## config.mk

```make
export PLATFORM = sky130hd
export DESIGN_NAME = uart_tx_feeder
export DESIGN_NICKNAME = d
export VERILOG_FILES = /design/src/rtl/uart_tx_feeder.sv
export SDC_FILE = /design/constraint.sdc
export NUM_CORES = 1
export LEC_CHECK = 0
export ABC_AREA = 1
export CORE_MARGIN = 3
export CORE_UTILIZATION = 55
export DETAILED_ROUTE_END_ITERATION = 12
export MAX_ROUTING_LAYER = met4
export PLACE_DENSITY = 0.75
export SYNTH_ARGS = -nofsm -noshare
export SYNTH_HDL_FRONTEND = slang
export SYNTH_SLANG_ARGS = --single-unit
export TNS_END_PERCENT = 1
```

## constraint.sdc

```tcl
create_clock -name clk_25mhz -period 3.23 [get_ports clk_25mhz]
set_clock_uncertainty 0.2 [all_clocks]
set_input_delay 0.4845 -clock clk_25mhz [delete_from_list [all_inputs] [get_ports clk_25mhz]]
set_output_delay 0.4845 -clock clk_25mhz [all_outputs]
set_load 0.03 [all_outputs]
```

## src/rtl/uart_tx_feeder.sv

```systemverilog
// uart_tx_feeder
//   Byte FIFO plus launch sequencer placed directly in front of uart_tx.
//   Producers push bytes at any rate. The sequencer hands them to uart_tx one
//   at a time over the start_tx/busy handshake. If uart_tx never raises busy
//   after a launch, the byte is dropped and ack_err pulses.
//
// Ports
//   clk_25mhz  in   system clock
//   resetn     in   asynchronous active-low reset
//   wr_en      in   push wr_data this cycle
//   wr_data    in   byte to enqueue
//   full       out  FIFO holds DEPTH bytes (registered)
//   empty      out  FIFO holds no bytes (registered)
//   level      out  current byte count (registered)
//   overflow   out  sticky, set when a push is rejected
//   clr_ovf    in   clears overflow (a rejected push in the same cycle wins)
//   tx_data    out  byte presented to uart_tx, held until the next launch
//   tx_start   out  one-cycle launch pulse to uart_tx start_tx
//   tx_busy    in   uart_tx busy
//   ack_err    out  one-cycle pulse, launch was never acknowledged
module uart_tx_feeder #(
    parameter int DEPTH       = 16,
    parameter int ACK_TIMEOUT = 8
) (
    input  logic                     clk_25mhz,
    input  logic                     resetn,
    input  logic                     wr_en,
    input  logic [7:0]               wr_data,
    output logic                     full,
    output logic                     empty,
    output logic [$clog2(DEPTH):0]   level,
    output logic                     overflow,
    input  logic                     clr_ovf,
    output logic [7:0]               tx_data,
    output logic                     tx_start,
    input  logic                     tx_busy,
    output logic                     ack_err
);

    localparam int AW = $clog2(DEPTH);
    localparam int LW = AW + 1;
    localparam int CW = $clog2(ACK_TIMEOUT + 1);

    localparam logic [AW-1:0] PTR_ONE   = AW'(1);
    localparam logic [LW-1:0] LVL_ONE   = LW'(1);
    localparam logic [LW-1:0] LVL_ZERO  = LW'(0);
    localparam logic [LW-1:0] LVL_FULL  = LW'(DEPTH);
    localparam logic [CW-1:0] CNT_ONE   = CW'(1);
    localparam logic [CW-1:0] CNT_LAST  = CW'(ACK_TIMEOUT - 1);

    typedef enum logic [1:0] {
        ST_IDLE      = 2'd0,
        ST_WAIT_ACK  = 2'd1,
        ST_WAIT_DONE = 2'd2
    } state_t;

    state_t          state_r;
    logic [7:0]      mem_r [DEPTH];
    logic [AW-1:0]   wr_ptr_r;
    logic [AW-1:0]   rd_ptr_r;
    logic [CW-1:0]   ack_cnt_r;
    logic [LW-1:0]   level_nxt_s;
    logic            push_s;
    logic            pop_s;

    // A full FIFO rejects the push even when a pop happens in the same cycle,
    // so acceptance depends only on the registered full flag.
    assign push_s = wr_en & ~full;
    // Launch only from IDLE with data queued and the transmitter idle.
    assign pop_s  = (state_r == ST_IDLE) & ~empty & ~tx_busy;

    // Next byte count from this cycle's accepted push and pop.
    always_comb begin
        level_nxt_s = level;
        case ({push_s, pop_s})
            2'b10:   level_nxt_s = level + LVL_ONE;
            2'b01:   level_nxt_s = level - LVL_ONE;
            default: level_nxt_s = level;
        endcase
    end

    // Storage array; contents need no reset because the pointers define validity.
    always_ff @(posedge clk_25mhz) begin
        if (push_s) begin
            mem_r[wr_ptr_r] <= wr_data;
        end
    end

    // Pointers, count, status flags and sticky overflow.
    always_ff @(posedge clk_25mhz or negedge resetn) begin
        if (!resetn) begin
            wr_ptr_r <= '0;
            rd_ptr_r <= '0;
            level    <= LVL_ZERO;
            full     <= 1'b0;
            empty    <= 1'b1;
            overflow <= 1'b0;
        end else begin
            if (push_s) begin
                wr_ptr_r <= wr_ptr_r + PTR_ONE;
            end
            if (pop_s) begin
                rd_ptr_r <= rd_ptr_r + PTR_ONE;
            end
            level <= level_nxt_s;
            full  <= (level_nxt_s == LVL_FULL);
            empty <= (level_nxt_s == LVL_ZERO);
            // A rejected push takes priority over a clear in the same cycle.
            if (wr_en && full) begin
                overflow <= 1'b1;
            end else if (clr_ovf) begin
                overflow <= 1'b0;
            end
        end
    end

    // Launch sequencer: IDLE -> WAIT_ACK -> WAIT_DONE, all outputs registered.
    always_ff @(posedge clk_25mhz or negedge resetn) begin
        if (!resetn) begin
            state_r   <= ST_IDLE;
            tx_data   <= 8'h00;
            tx_start  <= 1'b0;
            ack_err   <= 1'b0;
            ack_cnt_r <= '0;
        end else begin
            tx_start <= 1'b0;
            ack_err  <= 1'b0;
            case (state_r)
                ST_IDLE: begin
                    if (pop_s) begin
                        tx_data   <= mem_r[rd_ptr_r];
                        tx_start  <= 1'b1;
                        ack_cnt_r <= '0;
                        state_r   <= ST_WAIT_ACK;
                    end
                end
                ST_WAIT_ACK: begin
                    // Counter value N means N+1 cycles have elapsed in this state
                    // by the end of the current cycle.
                    if (tx_busy) begin
                        state_r <= ST_WAIT_DONE;
                    end else if (ack_cnt_r == CNT_LAST) begin
                        ack_err <= 1'b1;
                        state_r <= ST_IDLE;
                    end else begin
                        ack_cnt_r <= ack_cnt_r + CNT_ONE;
                    end
                end
                ST_WAIT_DONE: begin
                    if (!tx_busy) begin
                        state_r <= ST_IDLE;
                    end
                end
                default: begin
                    state_r <= ST_IDLE;
                end
            endcase
        end
    end

endmodule

```

# Word level (Yosys, flattened, before mapping)
# Memories as Yosys holds them, arrays and structs flattened. A register that Yosys moved wholly into a read port is not among the register bits.
# Cells that the tools add are included.
# W data, S select, Z words.
# word_totals
ff_bits	24
ram_bits	128
in_bits	13
out_inout_bits	18
elab_cells	61
memories	1
# mem_list
name	depth	word_bits	rd	rd_ports_with_merged_regs	wr	line	text
mem_r	16	8	1	1	1	58	logic [7:0] mem_r [DEPTH];
# op_classes
add_sub_neg	5
n_eq_ne	11
mux	19
bitwise	6
reduce_logical	9
# ops
operator	n
$add A4 B1 Y4 const B	3
$mux W4	3
$pmux W5 S2	1
$mux W1	9
$mux W2	4
$ne A2 B2 Y1 const B	4
$pmux W4 S2	1
$pmux W2 S3	1
$add A5 B1 Y5 const B	1
$eq A5 B5 Y1 const B	1
$logic_not A5 Y1	1
$sub A5 B1 Y5 const B	1
$eq A2 B1 Y1 const B	2
$eq A2 B2 Y1 const B	2
$eq A4 B3 Y1 const B	1
$reduce_and A4 Y1	1
$reduce_bool A2 Y1	2
$and A1 B1 Y1	3
$ne A3 B3 Y1 const B	1
$not A1 Y1	3
$reduce_and A3 Y1	1
$logic_not A2 Y1	1
$reduce_and A2 Y1	1
$logic_and A1 B1 Y1	1
$logic_not A1 Y1	1

# Depth between registers and ports, before layout
# Gate-level depths: netlist of the first run.
# logic_depth
word_depth	6
ltp_mapped	19
ltp_nobuf	18

# Worst setup path after synthesis of the first run
# No wires, ideal clock.
# synth_timing
path_type	reg-to-reg
from	register empty
to	register full
setup_ps	71
t_arrival_ps	2316
required_ps	2959
path_slack_ps	643
path_stages_with_launch	16
n_path_buf	1
synth_period_minus_slack_ps	2587
cell_sequence	dfstp_2 -> nor2_1 -> nand2_1 -> inv_2 -> buf_2 -> ha_1 -> nand2_1 -> inv_1 -> nor2_1 -> ha_1 -> nand2_1 -> nand2_1 -> or2_1 -> nor2_1 -> nand3_1 -> nor2_1
# synth_via
elab_chain_cells	6
elab_cells_between_ends	7
classes_between	eq/ne (3); mux (1); bitwise (3)
# synth_rtl
element	line	text
from (decl)	30	output logic empty,
from (signal assigned)	107	empty <= (level_nxt_s == LVL_ZERO);
$not A1 Y1 (*)	70	assign pop_s = (state_r == ST_IDLE) & ~empty & ~tx_busy;
$and A1 B1 Y1 (*) (2 in series)	70	
named net pop_s	64	logic pop_s;
$eq A2 B1 Y1 / $eq A2 B2 Y1 (equally long branches)	75	case ({push_s, pop_s})
$pmux W5 S2 (*)	75	
named net level_nxt_s[1]	62	logic [LW-1:0] level_nxt_s;
$eq A5 B5 Y1 (*)	106	full <= (level_nxt_s == LVL_FULL);
to (signal assigned)	106	
to (decl)	29	output logic full,
# The timed path passes the listed nets; every way through them passes the cells marked *.
# A chain may end at the register's enable or synchronous reset.

# Final worst setup path of the first run
# layout_timing
from	register state_r[1]
to	register empty
# layout_via
elab_chain_cells	6
elab_cells_between_ends	7
classes_between	eq/ne (2); mux (1); bitwise (2); reduce/logical (2)
# layout_rtl
element	line	text
from (decl)	57	state_t state_r;
from (signal assigned)	120	state_r <= ST_IDLE;
from (signal assigned)	134	state_r <= ST_WAIT_ACK;
from (signal assigned)	141	state_r <= ST_WAIT_DONE;
$logic_not A2 Y1 (*)	70	
$and A1 B1 Y1 (*) (2 in series)	70	
$eq A2 B1 Y1 / $eq A2 B2 Y1 (equally long branches)	75	
$pmux W5 S2 (*)	75	
named net level_nxt_s[1]	62	
$logic_not A5 Y1 (*)	107	
# Marks and branches as above.

==> summary.md, run 1 <==
| Metric | Value |
|---|---|
| Synth Area per Inst | `11.37 um2` |
| Power Dens Cells | `950.6 nW/um2` |
| Setup bufs post-CTS | `0` |
| Post-Route WL | `14400 um` |
| Beginning of the critical path | `state_r[1]` |
| Core Rows | `39` |
| Buf/Inv on CP | `2` |
| GRT Util Overall | `0.2391` |
| M1 GR Usage | `0.2806` |
| Routed WL per cell | `18.28 um` |
| Cells after synthesis | `590` |
| Synthesized cell area | `6709 um2` |
| Cell Chain, Critical Path | `or2_1 -> nor2_1 -> nand2_1 -> inv_2 -> ha_1 -> nand2_1 -> inv_1 -> nor2_1 -> ha_1 -> nand2_1 -> nand2_1 -> or2_1 -> nor2_1 -> nand3_1 -> nor2_1` |
| Share of the synthesized area in the top cell type | `0.5729` |
| VDD IR-drop max | `0.5823 mV` |
| Worst skew pair latency | `430 ps` |
| Setup slack, reg-to-reg | `650 ps` |
| Post-synth top cells | `140 x nor2_1, 128 x edfxtp_1, 74 x nand2_1, 43 x nand3_1, 38 x o21ai_1` |
| Worst path max stage delay | `390 ps` |
| Fin Setup TNS | `0 ps` |
| Crit end category | `register` |
| Count leader, synth | `nor2_1` |
| Vias in the first global route | `4712` |
| Dpl hpwl | `9222 um` |
| Reg2Reg Depth | `15` |
| Final Setup Violations | `0` |
| CP delay by family, top | `simple AND/OR/NAND/NOR gates` |
| Worst r2r src | `state_r[1]` |
| Post-CTS Hold Fix Bufs | `0` |
| # nets final | `655` |
| Layout cell share with drive strength beyond 1 | `0.08682` |
| Setup crit start kind | `register` |
| CTS root buf | `clkbuf_16` |
| Dominant cell type by area after synthesis | `edfxtp_1` |
| Register bit total from synthesis | `160` |
| Hold Crit Class | `in -> async` |
| Crit path max fanout | `6` |
| Worst-path clk slew | `60 ps` |
| Status | `completed` |
| Gr ovfl total | `0` |
| Fmax | `387.3 MHz` |
| Met2 Usage GRT | `0.3997` |
| Syn nets | `612` |
| CTS buffer count | `17` |
| FILL cells | `852` |
| Global route hottest layer | `met2` |
| Distinct cells, synth | `25` |
| # IOs | `31` |
| Synthesis-to-layout area growth | `14.68%` |
| Core ar. | `11660 um2` |
| Via-to-Cell Ratio | `5.755` |
| Worst-Margin Slew | `735.4 ps` |
| Final ANT Viol Nets | `0` |
| Clock H-tree levels | `4` |
| Initial antenna violation count | `0` |
| Setup CP Type | `reg -> reg` |
| Worst path arrival time | `2750 ps` |
| Leak | `2.906 nW` |
| Final count of hold timing violations | `0` |
| Slew headroom | `0.5079` |
| Die area | `13560 um2` |
| DR iter-0 viols | `512` |
| Post-Place Cell Area | `7142 um2` |
| Die Span X | `116.4 um` |
| Number of synthesized flops with an enable pin | `128` |
| Post-synthesis sequential area ratio | `0.6925` |
| Max-cap violations | `0` |
| Port bufs | `30` |
| CP required | `3390 ps` |
| Drt drc | `0` |
| RR Endpoint | `empty` |
| CTS tree | `yes` |
| Post-cts repair resize count | `0` |
| RePlAce Congestion | `0.8779` |
| Yosys warnings | `0` |
| Max-slew violations | `0` |
| Die height | `116.4 um` |
| Tmin final | `2582 ps` |
| Clock sink total | `160` |
| Ant diodes | `0` |
| Clock Tree Buf Depth | `2` |
| Async S/R FF share, synth | `0.2000` |
| Ys flop type | `edfxtp_1` |
| Area contributors post-synth | `edfxtp_1 57%, dfrtp_1 12%, nor2_1 7.8%` |
| Largest net degree at the start of global routing | `67` |
| Final Cell Area | `7694 um2` |
| Period utilisation layout | `0.7995` |
| Total number of vias | `4535` |
| First-pass GRT wire length | `23250 um` |
| RSZ-0062 raised after global routing | `false` |
| M3 GR Usage | `0.05907` |
| Starting Density | `0.5753` |
| Pre-antenna DRT Iters | `5` |
| Slowest cell on the critical path | `dfrtp_1` |
==> cell type report <==
type                            instances  area [um2]  area share
Inverter                               30       112.6     0.01464
Clock inverter                         13       122.6     0.01594
Tap cell                              143       178.9     0.02326
Timing Repair Buffer                   50       450.4     0.05855
Sequential cell                       160        4647      0.6040
Multi-Input combinational cell        374        1753      0.2278
Clock buffer                           18       429.2     0.05578
==> flip-flops by register name, indices dropped and copies added (netlist names) <==
name       count
level          5
empty          1
wr_ptr_r       4
ack_cnt_r      4
tx_start       1
full           1
overflow       1
rd_ptr_r       4
mem_r        128
tx_data        8
state_r        2
ack_err        1
==> cells in the final DEF (no fill, tap or decap) <==
master / synthesis / layout
o21ai_1: 38 / 38
ha_1: 9 / 9
o211ai_1: 16 / 16
clkdlybuf4s50_1: 0 / 30
dfrtp_2: 0 / 1
clkinv_1: 2 / 5
o21ai_0: 32 / 32
clkinv_4: 0 / 1
xor2_1: 6 / 6
clkinvlp_4: 0 / 3
nand4_1: 4 / 4
a21oi_1: 3 / 3
nor3_1: 2 / 2
nand3_1: 43 / 43
dfstp_2: 1 / 1
bufinv_16: 0 / 2
clkinv_2: 0 / 4
buf_4: 5 / 20
a22o_1: 1 / 1
edfxtp_1: 128 / 128
nor2_2: 3 / 3
clkbuf_16: 0 / 17
nor2_1: 140 / 140
inv_2: 4 / 4
inv_1: 24 / 24
or2_1: 2 / 2
dfrtp_1: 31 / 30
clkbuf_1: 6 / 1
xnor2_1: 1 / 1
nand2_1: 74 / 74
==> per-layer routing <==
metal,up-vias,part of all wire
met5,-,0
met4,0,0.019
met3,28,0.067
met2,152,0.52
met1,2235,0.40
li1,2120,-
==> logic make-up after synthesis <==
family / count (synthesis) / share of synthesized area
flops: 160 / 0.6925
compound gates: 90 / 0.07367
fa+ha+maj: 9 / 0.01679
buf+inv: 56 / 0.04625
xor+xnor: 7 / 0.009139
simple gates: 268 / 0.1617
==> metrics by stage <==
stage	hold slack, ps	util	power (mW)	cells	setup WS (ps)
after global routing	283.5	0.6597	7.772	788	340.4
after CTS	260.3	0.6597	7.324	788	673.0
after global placement	247.4	0.6124	5.329	757	358.4
after detailed placement	253.8	0.6124	5.435	757	251.3
after floorplan	-11.09	-	4.694	590	642.9
final	264.3	0.6597	7.314	788	647.7
==> worst max-delay path by stage <==
stage / to / slack, ps / depth (start not counted)
final: empty / 650 / 15
after global routing: empty / 340 / 15
after CTS: empty / 670 / 15
after detailed placement: empty / 250 / 15
after global placement: full / 360 / 15
after floorplan: full / 640 / 15
==> power breakdown <==
| group | switching [mW] | leakage, nW | internal, mW |
|---|---|---|---|
| clock | 0.772 | 0.264 | 1.12 |
| sequential | 0.191 | 1.55 | 2.58 |
| combinational | 1.78 | 1.09 | 0.872 |
| total | 2.74 | 2.91 | 4.57 |
No activity file was read; power rests on OpenSTA's default activity.
==> inputs of run 2 (changes only) <==
==> constraint.sdc (replaced) <==
create_clock -name clk_25mhz -period 2.5 [get_ports clk_25mhz]
set_clock_uncertainty 0.2 [all_clocks]
set_input_delay 0.375 -clock clk_25mhz [delete_from_list [all_inputs] [get_ports clk_25mhz]]
set_output_delay 0.375 -clock clk_25mhz [all_outputs]
set_load 0.03 [all_outputs]
==> run 2 against run 1 <==
Effect of this change:
- setup slack lost 520 ps
- first-iteration DRC count decreased by 24%
- cell count rose by 1.8%
- die area is the same
==> summary.md, run 2 (synthesis results as in run 1) <==
| Metric | Value |
|---|---|
| CP delay by family, top | `simple AND/OR/NAND/NOR gates` |
| Slew headroom | `0.4600 (-0.04796)` |
| Status | `completed` |
| Hold Crit Class | `in -> async` |
| Max-cap violations | `0 (unchanged)` |
| Largest Register | `mem_r` |
| Non-Filler Instances | `802 (+1.8%)` |
| VDD IR-drop max | `0.7716 mV (+33%)` |
| Slowest cell on the critical path | `dfrtp_1` |
| Max-slew violations | `0 (unchanged)` |
| Crit path max fanout | `3 (-3)` |
| Pre-antenna DRT Iters | `5 (unchanged)` |
| Min Hold Slack | `147.3 ps (-117.0 ps)` |
| Total number of vias | `4551 (+0.35%)` |
| Worst-path clk slew | `60 ps (about the same)` |
| Final Setup Violations | `0 (unchanged)` |
| Buf/Inv on CP | `1 (-1)` |
| RSZ-0062 raised after global routing | `true` |
| Synthesis-to-layout area growth | `17.70%` |
| Port bufs | `30 (unchanged)` |
| Max reg flops | `128 (unchanged)` |
| CP required | `2660 ps (-730 ps)` |
| Worst path max stage delay | `400 ps (about the same)` |
| CTS tree | `yes` |
| Die area | `13560 um2 (unchanged)` |
| Die Span X | `116.4 um (unchanged)` |
| Drt drc | `0 (unchanged)` |
| Cells after DPL | `769 (+1.6%)` |
| Post-Route WL | `14430 um (+0.18%)` |
| Cell Chain, Critical Path | `or2_1 -> nor2_1 -> nand2_1 -> inv_2 -> ha_4 -> nor2_1 -> nor2_1 -> ha_1 -> nand2_1 -> nand2_1 -> or2_1 -> nor2_1 -> nand3_1 -> nor2_1` |
| Clock sink total | `160 (unchanged)` |
| GRT Util Overall | `0.2376 (-0.001574)` |
| Leak | `3.013 nW (+3.7%)` |
| Layout cell share with drive strength beyond 1 | `0.1123 (+0.02547)` |
| Dpl hpwl | `8988 um (-2.5%)` |
| Ant diodes | `0 (unchanged)` |
| Worst path arrival time | `2520 ps (-230 ps)` |
| Final Total Pwr | `9.835 mW (+34%)` |
| DR iter-0 viols | `390 (-24%)` |
| Period utilisation layout | `0.9476 (+0.1481)` |
| Worst skew pair latency | `430 ps (about the same)` |
| Initial antenna violation count | `0 (unchanged)` |
| Final count of hold timing violations | `0 (unchanged)` |
| Fin Setup TNS | `0 ps (unchanged)` |
| CTS buffer count | `17 (unchanged)` |
| Crit end category | `register` |
| Die height | `116.4 um (unchanged)` |
| Routed WL per cell | `17.99 um (-1.6%)` |
| Most used cell along the critical path | `nor2_1` |
| Starting Density | `0.5753 (unchanged)` |
| Via-to-Cell Ratio | `5.675 (-1.4%)` |
| Tmin final | `2369 ps (-213.3 ps)` |
| # IOs | `31 (unchanged)` |
| # nets final | `668 (+2.0%)` |
| Gr ovfl total | `0 (unchanged)` |
| First-pass GRT wire length | `23060 um (-0.80%)` |
| Vias in the first global route | `4442 (-5.7%)` |
| Worst-Margin Slew | `807.5 ps (+72.12 ps)` |
| Most common cell after layout, fill and taps aside | `nor2_1` |
| Final ANT Viol Nets | `0 (unchanged)` |
| CTS root buf | `clkbuf_16` |
| Clock Tree Buf Depth | `2 (unchanged)` |
| Core Rows | `39 (unchanged)` |
| Setup CP Type | `reg -> reg` |
| RePlAce Congestion | `0.9329 (+6.3%)` |
| Regs by FF count | `mem_r x128, tx_data x8, level x5` |
| Largest net degree at the start of global routing | `67 (unchanged)` |
| Clock H-tree levels | `4 (unchanged)` |
| Commonest cells after routing, fill and taps aside | `140 x nor2_1, 128 x edfxtp_1, 73 x nand2_1` |
| Fmax | `422.1 MHz (+9.0%)` |
| Setup crit start kind | `register` |
| Power Dens Cells | `1245 nW/um2 (+31%)` |
| Core ar. | `11660 um2 (unchanged)` |
## run 2: cell types whose count changed in the layout (fill, tap and decap cells not counted), moves of 2 or more
cell and change:
buf_4 +11, bufinv_16 +2, buf_12 +2, clkinv_2 -2, inv_6 +2
## run 2: through the flow
| stage | setup slack, ps | utilization | instance area, um2 |
|---|---|---|---|
| floorplan | 7.235 | - | 6728 |
| global placement | -174.8 | 0.6233 | 7269 |
| detailed placement | -243.6 | 0.6233 | 7269 |
| CTS | 98.64 | 0.6762 | 7886 |
| global route | -65.82 | 0.6771 | 7896 |
| finish | 131.1 | 0.6771 | 7896 |
## run 2: power by group
part           internal (mW)  switching (mW)
Sequential              3.33           0.256
Clock                   1.67            1.02
Combinational           1.23            2.33
Total                   6.23            3.60
## run 2: path summary, 6_finish.rpt
kind	from	to	slack [ps]	depth (start not counted)
setup / recovery	state_r[1]	full	130	14
hold / removal	resetn	tx_start	150	2
setup reg to reg	state_r[1]	full	130	14
hold reg to reg	ack_cnt_r[3]	ack_err	270	1
max in group asynchronous	resetn	empty	1620	2
min in group clk_25mhz	ack_cnt_r[3]	ack_err	270	1
## run 2: area by class of cell
type	count	area (um2)
multi-input combinational	374	1768
clock inverter	14	187.7
inverter	30	112.6
tap	143	178.9
fill	817	3766
clock buffer	18	429.2
sequential	160	4647
timing repair buffer	63	573.1
## run 2: repair_timing
item / in CTS / in global routing
endpoints found under the setup margin: 0 / 2
gates resized for setup: 0 / 2
setup buffers: 0 / 1
hold buffers: 0 / 0
hold endpoints to repair: 0 / 0
## run 2: layer usage
layer / track usage / wire length [um]
met1: 0.3255 / 6011
met4: 0.09281 / 322
met3: 0.04870 / 1099
met2: 0.3532 / 6996
met5: - / 0
## run 2: worst reg2reg max path: stages, from the launching register on
cell and delay [ps]:
dfrtp_1 400, or2_1 220, nor2_1 80, nand2_1 80
inv_2 90, ha_4 130, nor2_1 50, nor2_1 160
ha_1 250, nand2_1 60, nand2_1 50, or2_1 220
nor2_1 110, nand3_1 90, nor2_1 100
==> inputs of run 3 (changes only) <==
==> constraint.sdc (replaced) <==
create_clock -name clk_25mhz -period 2.75 [get_ports clk_25mhz]
set_clock_uncertainty 0.2 [all_clocks]
set_input_delay 0.4125 -clock clk_25mhz [delete_from_list [all_inputs] [get_ports clk_25mhz]]
set_output_delay 0.4125 -clock clk_25mhz [all_outputs]
set_load 0.03 [all_outputs]
==> run 3 against run 2 <==
Effect of this change:
- global-route usage shrank 0.65 points
- hold slack better by 42 ps
- clock power decreased by 19%
- routed wire length fell by 0.61%
- critical endpoint is now empty
==> summary.md, run 3 (synthesis results as in run 1) <==
| Metric | Value |
|---|---|
| Max reg flops | `128 (unchanged)` |
| Port bufs | `30 (unchanged)` |
| Buf/Inv on CP | `1 (unchanged)` |
| Commonest cells after routing, fill and taps aside | `140 x nor2_1, 128 x edfxtp_1, 74 x nand2_1` |
| CTS root buf | `clkbuf_16` |
| Final Setup Violations | `0 (unchanged)` |
| Synthesis-to-layout area growth | `15.74%` |
| Slew headroom | `0.5276 (+0.06762)` |
| Worst-Margin Slew | `708.6 ps (-98.90 ps)` |
| Reg area | `4647 um2 (unchanged)` |
| Initial antenna violation count | `0 (unchanged)` |
| Fin Setup TNS | `0 ps (unchanged)` |
| Gr ovfl total | `0 (unchanged)` |
| Core Rows | `39 (unchanged)` |
| Area taken by multi-input logic gates | `1753 um2 (-0.85%)` |
| CTS buffer count | `17 (unchanged)` |
| Non-Filler Instances | `799 (-0.37%)` |
| Core ar. | `11660 um2 (unchanged)` |
| Pre-antenna DRT Iters | `7 (+2)` |
| VDD IR-drop max | `0.5738 mV (-26%)` |
| Drt drc | `0 (unchanged)` |
| Setup CP Type | `reg -> reg` |
| Routed WL per cell | `17.95 um (-0.24%)` |
| DR iter-0 viols | `514 (+32%)` |
| Most used cell along the critical path | `nor2_1` |
| Max-cap violations | `0 (unchanged)` |
| Cell Chain, Critical Path | `or2_1 -> nor2_1 -> nand2_1 -> inv_2 -> ha_1 -> nor2_1 -> nor2_1 -> ha_1 -> nand2_1 -> nand2_1 -> or2_1 -> nor2_1 -> nand3_1 -> nor2_1` |
| Ant diodes | `0 (unchanged)` |
| Hold Crit Class | `in -> async` |
| Worst path max stage delay | `390 ps (about the same)` |
| Tmin final | `2460 ps (+91.34 ps)` |
| Worst path arrival time | `2610 ps (+90 ps)` |
| Starting Density | `0.5753 (unchanged)` |
| Leak | `2.957 nW (-1.9%)` |
| Vias in the first global route | `4486 (+0.99%)` |
| Setup bufs post-CTS | `0 (unchanged)` |
| Most common cell after layout, fill and taps aside | `nor2_1` |
| # nets final | `665 (-0.45%)` |
| Post-Route WL | `14340 um (-0.61%)` |
| GRT Util Overall | `0.2310 (-0.006547)` |
| Cells after DPL | `767 (-0.26%)` |
| Clock sink total | `160 (unchanged)` |
| Die area | `13560 um2 (unchanged)` |
| Worst skew pair latency | `420 ps (about the same)` |
| CP required | `2900 ps (+240 ps)` |
| End-of-flow core utilization | `0.6658 (-0.01127)` |
| Layout cell share with drive strength beyond 1 | `0.1021 (-0.01016)` |
| Power Dens Cells | `1108 nW/um2 (-11%)` |
| CP delay by family, top | `simple AND/OR/NAND/NOR gates` |
| First-pass GRT wire length | `22490 um (-2.5%)` |
| Fmax | `406.5 MHz (-3.7%)` |
| Crit path max fanout | `3 (unchanged)` |
| Largest Register | `mem_r` |
| CTS tree | `yes` |
| Largest net degree at the start of global routing | `67 (unchanged)` |
| Worst-path clk slew | `60 ps (about the same)` |
| Final ANT Viol Nets | `0 (unchanged)` |
| Status | `completed` |
| Slowest cell on the critical path | `dfrtp_1` |
| RSZ-0062 raised after global routing | `false` |
| RePlAce Congestion | `0.9277 (-0.56%)` |
| Via-to-Cell Ratio | `5.737 (+1.1%)` |
| Clock Tree Buf Depth | `2 (unchanged)` |
| Post-CTS Hold Fix Bufs | `0 (unchanged)` |
| Final count of hold timing violations | `0 (unchanged)` |
| Regs by FF count | `mem_r x128, tx_data x8, level x5` |
| Setup crit start kind | `register` |
| Max-slew violations | `0 (unchanged)` |
| Total number of vias | `4584 (+0.73%)` |
| Die height | `116.4 um (unchanged)` |
| Post-cts repair resize count | `0 (unchanged)` |
| Die Span X | `116.4 um (unchanged)` |
| Clock H-tree levels | `4 (unchanged)` |
| # IOs | `31 (unchanged)` |
| Dpl hpwl | `9076 um (+0.98%)` |
| Period utilisation layout | `0.8946 (-0.05293)` |
| FILL cells | `851 (+4.2%)` |
| Crit end category | `register` |
## run 3: changes by cell type in the layout (fill, tap and decap cells not counted), sizes merged
cell	delta
buf	-3
inv	-1
clkinv	+4
bufinv	-3
## run 3: layout make-up
| cell class | instances | share of cell area |
|---|---|---|
| clock buffer | 18 | 0.05527 |
| inverter | 30 | 0.01450 |
| multi-input combinational | 374 | 0.2257 |
| timing repair buffer | 60 | 0.06768 |
| sequential | 160 | 0.5985 |
| clock inverter | 14 | 0.01531 |
| tap | 143 | 0.02304 |
## run 3: per-stage QoR
step                      hold slack (ps)  setup WS, ps  area, um2  power, mW
after floorplan                    -83.09         162.9       6709      5.513
after global placement              251.0      -0.03486       7217      6.275
after detailed placement            268.6        -70.74       7217      6.414
after CTS                           191.5         281.6       7765      8.595
after global routing                219.0         102.8       7765      9.099
final                               189.7         289.7       7765      8.603
## run 3: where the power goes
| part | internal [mW] | switching, mW | total (mW) | leakage (nW) |
|---|---|---|---|---|
| Clock | 1.24 | 0.936 | 2.18 | 0.263 |
| Sequential | 3.03 | 0.223 | 3.25 | 1.55 |
| Combinational | 1.06 | 2.11 | 3.17 | 1.14 |
| Total | 5.33 | 3.27 | 8.60 | 2.96 |
## run 3: routing by layer
metal | GRT usage | part of all wire | vias to the layer above
met1 | 0.2798 | 0.40 | 2204
met4 | 0.07425 | 0.019 | 0
met5 | - | 0 | -
met2 | 0.3825 | 0.52 | 214
met3 | 0.05855 | 0.068 | 30
li1 | - | - | 2136
## run 3: worst reg2reg max path: stages, from the launching register on
cell,delay [ps]
dfrtp_1,390
or2_1,210
nor2_1,90
nand2_1,90
inv_2,60
ha_1,180
nor2_1,70
nor2_1,160
ha_1,260
nand2_1,70
nand2_1,60
or2_1,220
nor2_1,100
nand3_1,120
nor2_1,120
## run 3: worst paths after layout
check	from	cells after the start	slack, ps	to
min reg2reg	ack_cnt_r[3]	1	280	ack_err
min in group clk_25mhz	ack_cnt_r[3]	1	280	ack_err
max reg2reg	state_r[1]	14	290	empty
min	resetn	2	190	state_r[0]
max	state_r[1]	14	290	empty
max in group asynchronous	resetn	2	1820	empty
